==> src/rtl/mem_arbiter.sv <==
// Two-port round-robin arbiter for a picorv32-native memory bus, with a
// mandatory IDLE turnaround between transactions and a no-ack watchdog.
module mem_arbiter #(
  parameter int unsigned TIMEOUT  = 255,
  parameter logic [31:0] ERR_DATA = 32'hDEADBEEF
) (
  input  logic        clk,
  input  logic        resetn,
  input  logic        m0_valid,
  input  logic        m0_instr,
  input  logic [3:0]  m0_wstrb,
  input  logic [31:0] m0_wdata,
  input  logic [31:0] m0_addr,
  output logic        m0_ready,
  output logic [31:0] m0_rdata,
  input  logic        m1_valid,
  input  logic        m1_instr,
  input  logic [3:0]  m1_wstrb,
  input  logic [31:0] m1_wdata,
  input  logic [31:0] m1_addr,
  output logic        m1_ready,
  output logic [31:0] m1_rdata,
  output logic        s_valid,
  output logic        s_instr,
  output logic [3:0]  s_wstrb,
  output logic [31:0] s_wdata,
  output logic [31:0] s_addr,
  input  logic        s_ready,
  input  logic [31:0] s_rdata,
  output logic        timeout_err
);

  localparam int unsigned WDOG_W = 16;
  localparam logic [WDOG_W-1:0] WDOG_LAST = WDOG_W'(TIMEOUT - 1);

  typedef enum logic [1:0] {
    IDLE   = 2'd0,
    GRANT0 = 2'd1,
    GRANT1 = 2'd2
  } state_t;

  state_t            state;
  logic              last_grant;
  logic [WDOG_W-1:0] wdog;

  logic        granted;
  logic        cur_valid;
  logic        timeout_hit;
  logic        txn_end;
  logic        rsp_ready;
  logic [31:0] rsp_rdata;

  assign granted     = (state == GRANT0) || (state == GRANT1);
  assign cur_valid   = (state == GRANT1) ? m1_valid : m0_valid;
  // Watchdog fires on the TIMEOUT-th granted cycle without an acknowledge.
  assign timeout_hit = granted && cur_valid && !s_ready && (wdog == WDOG_LAST);
  assign txn_end     = s_ready || timeout_hit || !cur_valid;
  assign rsp_ready   = s_ready || timeout_hit;
  assign rsp_rdata   = timeout_hit ? ERR_DATA : s_rdata;

  // Request mux toward the shared bus; all zero while idle.
  always_comb begin
    s_valid = 1'b0;
    s_instr = 1'b0;
    s_wstrb = 4'b0000;
    s_wdata = 32'h0;
    s_addr  = 32'h0;
    if (state == GRANT0) begin
      s_valid = m0_valid;
      s_instr = m0_instr;
      s_wstrb = m0_wstrb;
      s_wdata = m0_wdata;
      s_addr  = m0_addr;
    end else if (state == GRANT1) begin
      s_valid = m1_valid;
      s_instr = m1_instr;
      s_wstrb = m1_wstrb;
      s_wdata = m1_wdata;
      s_addr  = m1_addr;
    end
  end

  always_comb begin
    m0_ready = 1'b0;
    m0_rdata = 32'h0;
    m1_ready = 1'b0;
    m1_rdata = 32'h0;
    if (state == GRANT0) begin
      m0_ready = rsp_ready;
      m0_rdata = rsp_rdata;
    end else if (state == GRANT1) begin
      m1_ready = rsp_ready;
      m1_rdata = rsp_rdata;
    end
  end

  // Arbitration state, round-robin pointer, watchdog and sticky error.
  always_ff @(posedge clk or negedge resetn) begin
    if (!resetn) begin
      state       <= IDLE;
      last_grant  <= 1'b1;
      wdog        <= '0;
      timeout_err <= 1'b0;
    end else begin
      case (state)
        IDLE: begin
          if (m0_valid && (!m1_valid || last_grant)) begin
            state      <= GRANT0;
            last_grant <= 1'b0;
            wdog       <= '0;
          end else if (m1_valid) begin
            state      <= GRANT1;
            last_grant <= 1'b1;
            wdog       <= '0;
          end
        end
        GRANT0, GRANT1: begin
          if (timeout_hit) timeout_err <= 1'b1;
          if (txn_end) state <= IDLE;
          else         wdog  <= wdog + WDOG_W'(1);
        end
        default: state <= IDLE;
      endcase
    end
  end

endmodule

==> config.mk <==
export PLATFORM = sky130hd
export DESIGN_NAME = mem_arbiter
export DESIGN_NICKNAME = d
export VERILOG_FILES = /design/src/rtl/mem_arbiter.sv
export SDC_FILE = /design/constraint.sdc
export NUM_CORES = 1
export LEC_CHECK = 0
export BUFFER_PORTS_ARGS = -buffer_cell sky130_fd_sc_hd__buf_2
export CORE_AREA = 2 2 121 123
export DETAILED_ROUTE_END_ITERATION = 7
export DIE_AREA = 0 0 123 125
export HOLD_SLACK_MARGIN = 0.12
export SETUP_SLACK_MARGIN = 0.02
export SYNTH_ARGS = -nofsm -noshare
export SYNTH_HDL_FRONTEND = slang
export SYNTH_SLANG_ARGS = --single-unit
export TNS_END_PERCENT = 20
==> constraint.sdc <==
create_clock -name clk -period 1.95 [get_ports clk]
set_input_delay 0.0975 -clock clk [delete_from_list [all_inputs] [get_ports clk]]
set_output_delay 0.0975 -clock clk [all_outputs]
set_load 0.05 [all_outputs]
# Yosys cells after proc, flatten, opt, wreduce, memory -nomap -nowiden
# Cells that the tools add are included.
# totals
ff_bits,20
# classes
muxes,28
add_sub_neg,1
eq_ne,6
reduce_logical,19
# op_table
operator,n
$mux 32,8
$mux 16,3
$pmux 16 s2,1
$add 16x1->16 const B,1
$eq 16x8->1 const B,1
$mux 1,10
$mux 4,2
$mux 2,3
$reduce_and 2->1,3
$logic_and 1x1->1,4
$logic_or 1x1->1,4
$ne 2x2->1 const B,2
$pmux 2 s2,1
$reduce_bool 2->1,2
$logic_not 1->1,3
$ne 3x3->1 const B,1
$reduce_and 3->1,1
$eq 2x1->1 const B,1
$eq 2x2->1 const B,1
$logic_not 2->1,1
$reduce_or 2->1,1

# Longest topological paths before layout
# Gate-level depths: netlist of run 1.
# depth
ltp_word,9
mapped_depth,9

# Least setup slack after synthesis of run 1
# Ideal clock, no wire load.
# synth_path
path_type,flip-flop to output port
from,reg state[0]
to,out s_addr[26]
setup_slack_ns,-0.590
path_buffers,3
required_time_ns,1.852
t_arrival_ns,2.443
path_stages_with_launch,8
path_cell_list,dfrtp_1 -> inv_1 -> ha_1 -> buf_2 -> clkbuf_1 -> clkbuf_1 -> nand2_1 -> o21ai_0
# synth_between
elab_chain_len,3
# synth_lines
element,line_no,text
start: declaration,42,state_t state;
start signal: assignment,100,state <= IDLE;
start signal: assignment,108,state <= GRANT0;
start signal: assignment,112,state <= GRANT1;
$eq 2x2->1,74,end else if (state == GRANT1) begin
$mux 32,74,
$mux 32 *,68,if (state == GRANT0) begin
end: declaration,27,"output logic [31:0] s_addr,"
# Every way passes the cells marked *; elsewhere a longest branch is shown, timed or not.

# Worst setup path in the final report of run 1
# layout_path
from,reg wdog[8]
to,out m0_rdata[13]
# layout_between
elab_chain_len,4
# layout_lines
element,line_no,text
start: declaration,44,logic [WDOG_W-1:0] wdog;
start signal: assignment,120,else wdog <= wdog + WDOG_W'(1);
$eq 16x8->1,56,assign timeout_hit = granted && cur_valid && !s_ready && (wdog == WDOG_LAST);
$logic_and 1x1->1,56,
$mux 32,59,assign rsp_rdata = timeout_hit ? ERR_DATA : s_rdata;
$mux 32,88,if (state == GRANT0) begin
end: declaration,15,"output logic [31:0] m0_rdata,"
# Every way passes these cells.

==> impl_results.md, run 1 <==
* Synth Flop Type: dfrtp_1
* Most frequent cells after synthesis: nand2_1 (139), o21ai_0 (74), o21a_1 (51)
* Post-synth design cell area at 2900 µm²
* Root Buffer: clkbuf_16
* Clk Latency, worst-skew pair at 0.25 ns
* Worst Path Class, Setup: reg2out
* Dominant cells by area after synthesis: nand2_1 (18%), dfrtp_1 (16%), o21a_1 (13%)
* Post-synth net total at 615
* TritonCTS Buffers at 3
* Power share of the combinational group at 0.906
* Hpwl dp at roughly 12 mm
* CP Cell Sequence: or4_4 > or3_4 > nor3_4 > buf_6 > buf_12 > o21a_2 > buf_8
* Vias in the first global route at 4139
* Avg Synthesized Cell Area at 6.66 µm²
* Filler cells at about 1.4k
* Routed wire length at 15.9 mm
* RSZ-0062 raised after global routing: true
* CP endpoint kind: primary output
* IR drop worst, VDD at 0.00113 V
* Worst path arrival time at 2.33 ns
* Initial Utilization at 0.204
* PnR worst setup slack at -0.474 ns
* Utilization after layout at 0.451
* First-pass GRT wire length at 22.3 mm
* Internal power at 4400 µW
* Min Tclk post-route at 2.42 ns
* TritonCTS clock tree: done
* Register area share after synthesis at 0.173
* Final worst-path cycle share at 1.24
* EDFF count, synth at 0
* H-tree depth at 1
* Most common cell in the synthesized netlist: nand2_1
* Clk pwr share at 0.044
* Floorplan Core Area at 14200 µm²
* Site Rows at 44
* Initial antenna violation count at 3
* # DRC at 0
* Violated checks: negative setup slack
* Antenna-violating nets left at 0
* Final instance area at 6410 µm²
* Fraction of layout cells with a size suffix above 1 at 0.637
* Wire per inst at 16.8 µm
* Syn. warnings at 0
* Rel. slew slack at 0.686
* Crit-path max FO at 25
* Die ar. at 15400 µm²
* Routability Congestion at 0.827
* Port Buf Inserts at between 300 and 400
* Actual slew at the worst max-slew pin at about 0.47 ns
* Area share of the largest cell type after synthesis at 0.180
* Pwr dens at 1650 nW/µm²
* Worst min path class: in2reg
* Via-per-instance ratio at 4.72
* Post-layout total power at 10600 µW
* Die Span Y at 125 µm
* Place WS at -0.273 ns
* Largest net degree at the start of global routing at between 60 and 70
* Startpoint class of the critical path: flop
* Gr usage total at 0.186
* Max-cap violations at 0
* Synth area leader: nand2_1
* CTS max path bufs at 2
* CP max stage delay at 0.54 ns
* Sw power at ~6200 µW
* Fin nets at 945
* Final Hold Vio Count at 0
* Slowest cell on crit path: or4_4
* Setup Skew at around 0.0031 ns
* #FFs+latches synth at 20
* Drt first-iter violations at between 100 and 150
* Switching Share at 0.584
* IO Count at 312
* F_max at a little over 0.4 GHz
* Yosys cell types at 45
* # setup viols final at 84
* Outcome: finished, violations left
* Synth async-reset ratio at 1.00
* Pre-antenna DRT Iters at 4
* Clk sinks at 20
* Share of power burned in registers at 0.050
* Clock-pin slew on the worst setup and hold paths at 0.06 ns
* Leak pwr at about 0.0030 µW
* Die width at around 120 µm
* Placed instance area at 5320 µm²
* Synth-to-layout area growth at 121%
* Post-Synthesis Cells at 435
* DR vias at 4479
* CP required at 1.85 ns
* Max-slew violation count at 0
* GR Overflow Total at 0
[worst paths after layout]
kind | from | endpoint | slack, ns | depth (start not counted)
min in group asynchronous | resetn | wdog[15]$_DFFE_PN0P_ | 0.33 | 2
max | wdog[8]$_DFFE_PN0P_ | m0_rdata[13] | -0.47 | 7
max reg2reg | state[0]$_DFFE_PN0P_ | wdog[10]$_DFFE_PN0P_ | -0.05 | 6
min | m0_valid | last_grant$_DFFE_PN1P_ | 0.12 | 2
min reg2reg | timeout_err$_DFFE_PN0P_ | timeout_err$_DFFE_PN0P_ | 0.47 | 1
max in group asynchronous | resetn | last_grant$_DFFE_PN1P_ | 1.27 | 2
[cells in the final DEF (no fill, tap or decap), drive strengths merged, types with 2 or more instances in the layout]
cell / netlist / final
o31ai: 13 / 13
o21ai: 74 / 74
clkbuf: 32 / 5
nand4: 3 / 3
inv: 3 / 3
nand3: 8 / 8
or3: 2 / 2
and3: 17 / 17
buf: 9 / 365
nand2: 139 / 139
a21oi: 10 / 10
nand2b: 3 / 3
nor2b: 2 / 2
and4: 2 / 2
or4: 12 / 12
o211ai: 2 / 2
nor3: 5 / 5
ha: 5 / 5
nor2: 2 / 2
o21a: 51 / 51
a22o: 7 / 7
dfrtp: 19 / 19
[worst max-delay path: cells and delay by family (launching register included)]
kind / cells / cell delay [ns]
flops: 1 / 0.38
buf+inv: 3 / 0.45
compound gates: 1 / 0.16
simple gates: 3 / 1.07
[area by class of cell]
| cell class | count | area (µm²) | share of cell area |
|---|---|---|---|
| repair buffers | 367 | 3250 | 0.507 |
| multi-input cells | 370 | 2320 | 0.363 |
| flip-flops and latches | 20 | 502 | 0.0783 |
| well taps | 184 | 230 | 0.0359 |
| clock buffers | 4 | 88.8 | 0.0139 |
| inverters | 3 | 11.3 | 0.00176 |
| diodes | 1 | 2.50 | 0.000390 |
[what timing repair did]
item	CTS	global route
pin swaps	9	2
gates resized for setup	197	125
hold endpoints to repair	19	0
setup endpoints to repair	143	152
cloned	1	0
buffers inserted	1	0
hold buffers	1	0
[per-layer routing]
layer	wire length (µm)	global-route usage	up-vias
li1	-	-	2213
met1	5970	0.210	1991
met2	7330	0.304	239
met3	2140	0.0899	32
met4	442	0.0622	4
met5	27	0	-
[metrics by stage]
stage | std cells | setup TNS [ns] | hold slack (ns)
final | 949 | -27.73 | 0.120
after global routing | 948 | -37.33 | 0.139
after CTS | 948 | -27.87 | 0.125
after detailed placement | 941 | -17.14 | 0.0906
after global placement | 941 | -15.16 | 0.0827
after floorplan | 435 | -25.62 | -0.198
[cell families (layout without fill, tap and decap cells)]
group           after synthesis  count (layout)  synth area share
simple gates                200             200             0.328
compound gates              163             163             0.356
other cells                   0               1                 0
fa+ha+maj                     5               5            0.0216
buf+inv                      45             374             0.115
flops                        20              20             0.173
mux                           2               2           0.00735
[registers in the layout (all words and copies together), names as in the netlist]
signal	flops
last_grant	1
state	2
wdog	16
timeout_err	1
[power groups by stage]
| stage | Clock, µW | Combinational (µW) | Sequential, µW |
|---|---|---|---|
| 2_1_floorplan | 0 | 5560 | 530 |
| 5_1_grt | 494 | 10100 | 538 |
| 6_report | 466 | 9570 | 526 |
| 4_1_cts | 479 | 9010 | 526 |
| 3_3_place_gp | 0 | 8130 | 526 |
| 3_5_place_dp | 0 | 8140 | 530 |
(Power assumes the default switching activity.)
==> run 2, diff against run 1 <==
Settings changed: MAX_ROUTING_LAYER from default to met4.
Clock period 1.95 ns to 2.2 ns, I/O delays scaled along.
==> impl_results.md, run 2 (same netlist as run 1, synthesis figures left out) <==
* Outcome: finished, violations left
* Violated checks: negative setup slack
* Startpoint of the worst hold path: m1_valid
* CP required at ~2.1 ns
* GR Overflow Total at 0
* R2r endpoint: wdog[7]$_DFFE_PN0P_
* Die width at 123 µm
* Crit-path max FO at 50
* Fin nets at around 930
* Actual slew at the worst max-slew pin at 0.500 ns
* Startpoint class of the critical path: flop
* Leak pwr at ~0.0027 µW
* Clk sinks at 20
* Site Rows at 44
* TritonCTS clock tree: done
* IR drop worst, VDD at 0.000725 V
* Setup Skew at 0.00326 ns
* Drt first-iter violations at 155
* Initial Utilization at 0.204
* Most common cell after layout, fill and taps aside: buf_2
* Worst Path Class, Setup: reg2out
* Post-layout total power at 7810 µW
* IO Count at 312
* Routed wire length at 13.4 mm
* Multi-input logic area at 2180 µm²
* Final instance area at 5500 µm²
* Max-cap violations at 0
* Setup bufs post-CTS at 0
* WHS Endpoint: last_grant$_DFFE_PN1P_
* Initial antenna violation count at 1
* Clk Latency, worst-skew pair at 0.25 ns
* DR vias at 4230
* Root Buffer: clkbuf_16
* Register area at 502 µm²
* Fin Setup TNS at -13.14 ns
* Clock-pin slew on the worst setup and hold paths at roughly 0.06 ns
* Placed instance area at 4800 µm²
* PnR worst setup slack at -0.283 ns
* RSZ-0062 raised after global routing: true
* Die ar. at 15400 µm²
* Rel. slew slack at 0.667
* Hpwl dp at a little over 10 mm
* CP endpoint kind: primary output
* Top flop regs: wdog (16), state (2)
* H-tree depth at 1
* Max FFs per register at 16
* Worst min path class: in2reg
* Pre-antenna DRT Iters at 4
* R2R Path Start: state[0]$_DFFE_PN0P_
* Min Tclk post-route at 2.48 ns
* Final worst-path cycle share at 1.13
* Synth-to-layout area growth at 90.1%
* Fraction of layout cells with a size suffix above 1 at 0.513
* WHS Path Cells at 3
* Pwr dens at 1420 nW/µm²
* Gr usage total at 0.159
* Largest net degree at the start of global routing at 68
* Reg2reg setup slack at ~0.12 ns
* TritonCTS Buffers at 3
* Via-per-instance ratio at 4.55
* F_max at ~0.40 GHz
* Antenna-violating nets left at 0
* Port Buf Inserts at 311
* Final Hold Vio Count at 0
* Worst path arrival time at 2.37 ns
* Depth of the worst register-to-register path at 6
* Die Span Y at 125 µm
* Max-slew violation count at 0
* First-pass GRT wire length at 19.1 mm
* Routability Congestion at 0.779
* Vias in the first global route at 3825
* Floorplan Core Area at 14200 µm²
* Commonest non-fill, non-tap cells in the layout: buf_2 (214), nand2_1 (139), buf_6 (70)
* Top reg by flops: wdog
* Filler cells at approximately 1.4k
* # DRC at 0
* Wire per inst at 14.4 µm
* # setup viols final at 67
* CTS max path bufs at 2
## run 2: how the worst max path moves through the flow
stage | startpoint | end | slack, ns | cells after the start
floorplan | state[0]$_DFFE_PN0P_ | s_wdata[3] | -0.35 | 7
global placement | wdog[8]$_DFFE_PN0P_ | m0_rdata[31] | 0.008 | 6
detailed placement | wdog[8]$_DFFE_PN0P_ | m0_rdata[18] | -0.04 | 6
CTS | wdog[8]$_DFFE_PN0P_ | m0_rdata[18] | -0.25 | 6
global route | wdog[8]$_DFFE_PN0P_ | m0_rdata[11] | -0.36 | 6
finish | wdog[8]$_DFFE_PN0P_ | m0_rdata[11] | -0.28 | 6
## run 2: layer usage
layer | vias to the layer above | track usage | part of all wire
li1 | 2168 | - | -
met1 | 1834 | 0.184 | 0.41
met2 | 211 | 0.278 | 0.48
met3 | 17 | 0.0397 | 0.099
met4 | 0 | 0.0287 | 0.016
met5 | - | - | 0
## run 2: worst max-delay path, stage by stage (launching register included)
cell,delay [ns]
dfrtp_1,0.39
or4_4,0.55
or3_4,0.42
nor3_4,0.15
buf_12,0.24
o21a_1,0.18
buf_6,0.16
## run 2: layout make-up
| class | count | area share |
|---|---|---|
| Timing Repair Buffer | 348 | 0.455 |
| Multi-Input combinational cell | 370 | 0.395 |
| Sequential cell | 20 | 0.0912 |
| Tap cell | 184 | 0.0418 |
| Clock buffer | 4 | 0.0143 |
| Inverter | 3 | 0.00205 |
| Antenna cell | 1 | 0.000455 |
## run 2: power breakdown
group          internal, µW  switching (µW)
Clock                   247             141
Sequential              425            44.1
Combinational          2160            4800
Total                  2830            4980
## run 2: repair_timing
action	in CTS	in global routing
endpoints found under the hold margin	20	0
hold buffers	2	0
gates resized for setup	139	63
pin swaps	1	3
setup endpoints to repair	74	116
## run 2: per-stage QoR
| stage | utilization | cells | hold slack [ns] | setup slack [ns] |
|---|---|---|---|---|
| finish | 0.387 | 930 | 0.216 | -0.283 |
| global route | 0.387 | 930 | 0.222 | -0.362 |
| CTS | 0.376 | 929 | 0.195 | -0.252 |
| detailed placement | 0.338 | 923 | 0.108 | -0.0394 |
| global placement | 0.338 | 923 | 0.106 | 0.00784 |
| floorplan | - | 435 | -0.186 | -0.353 |
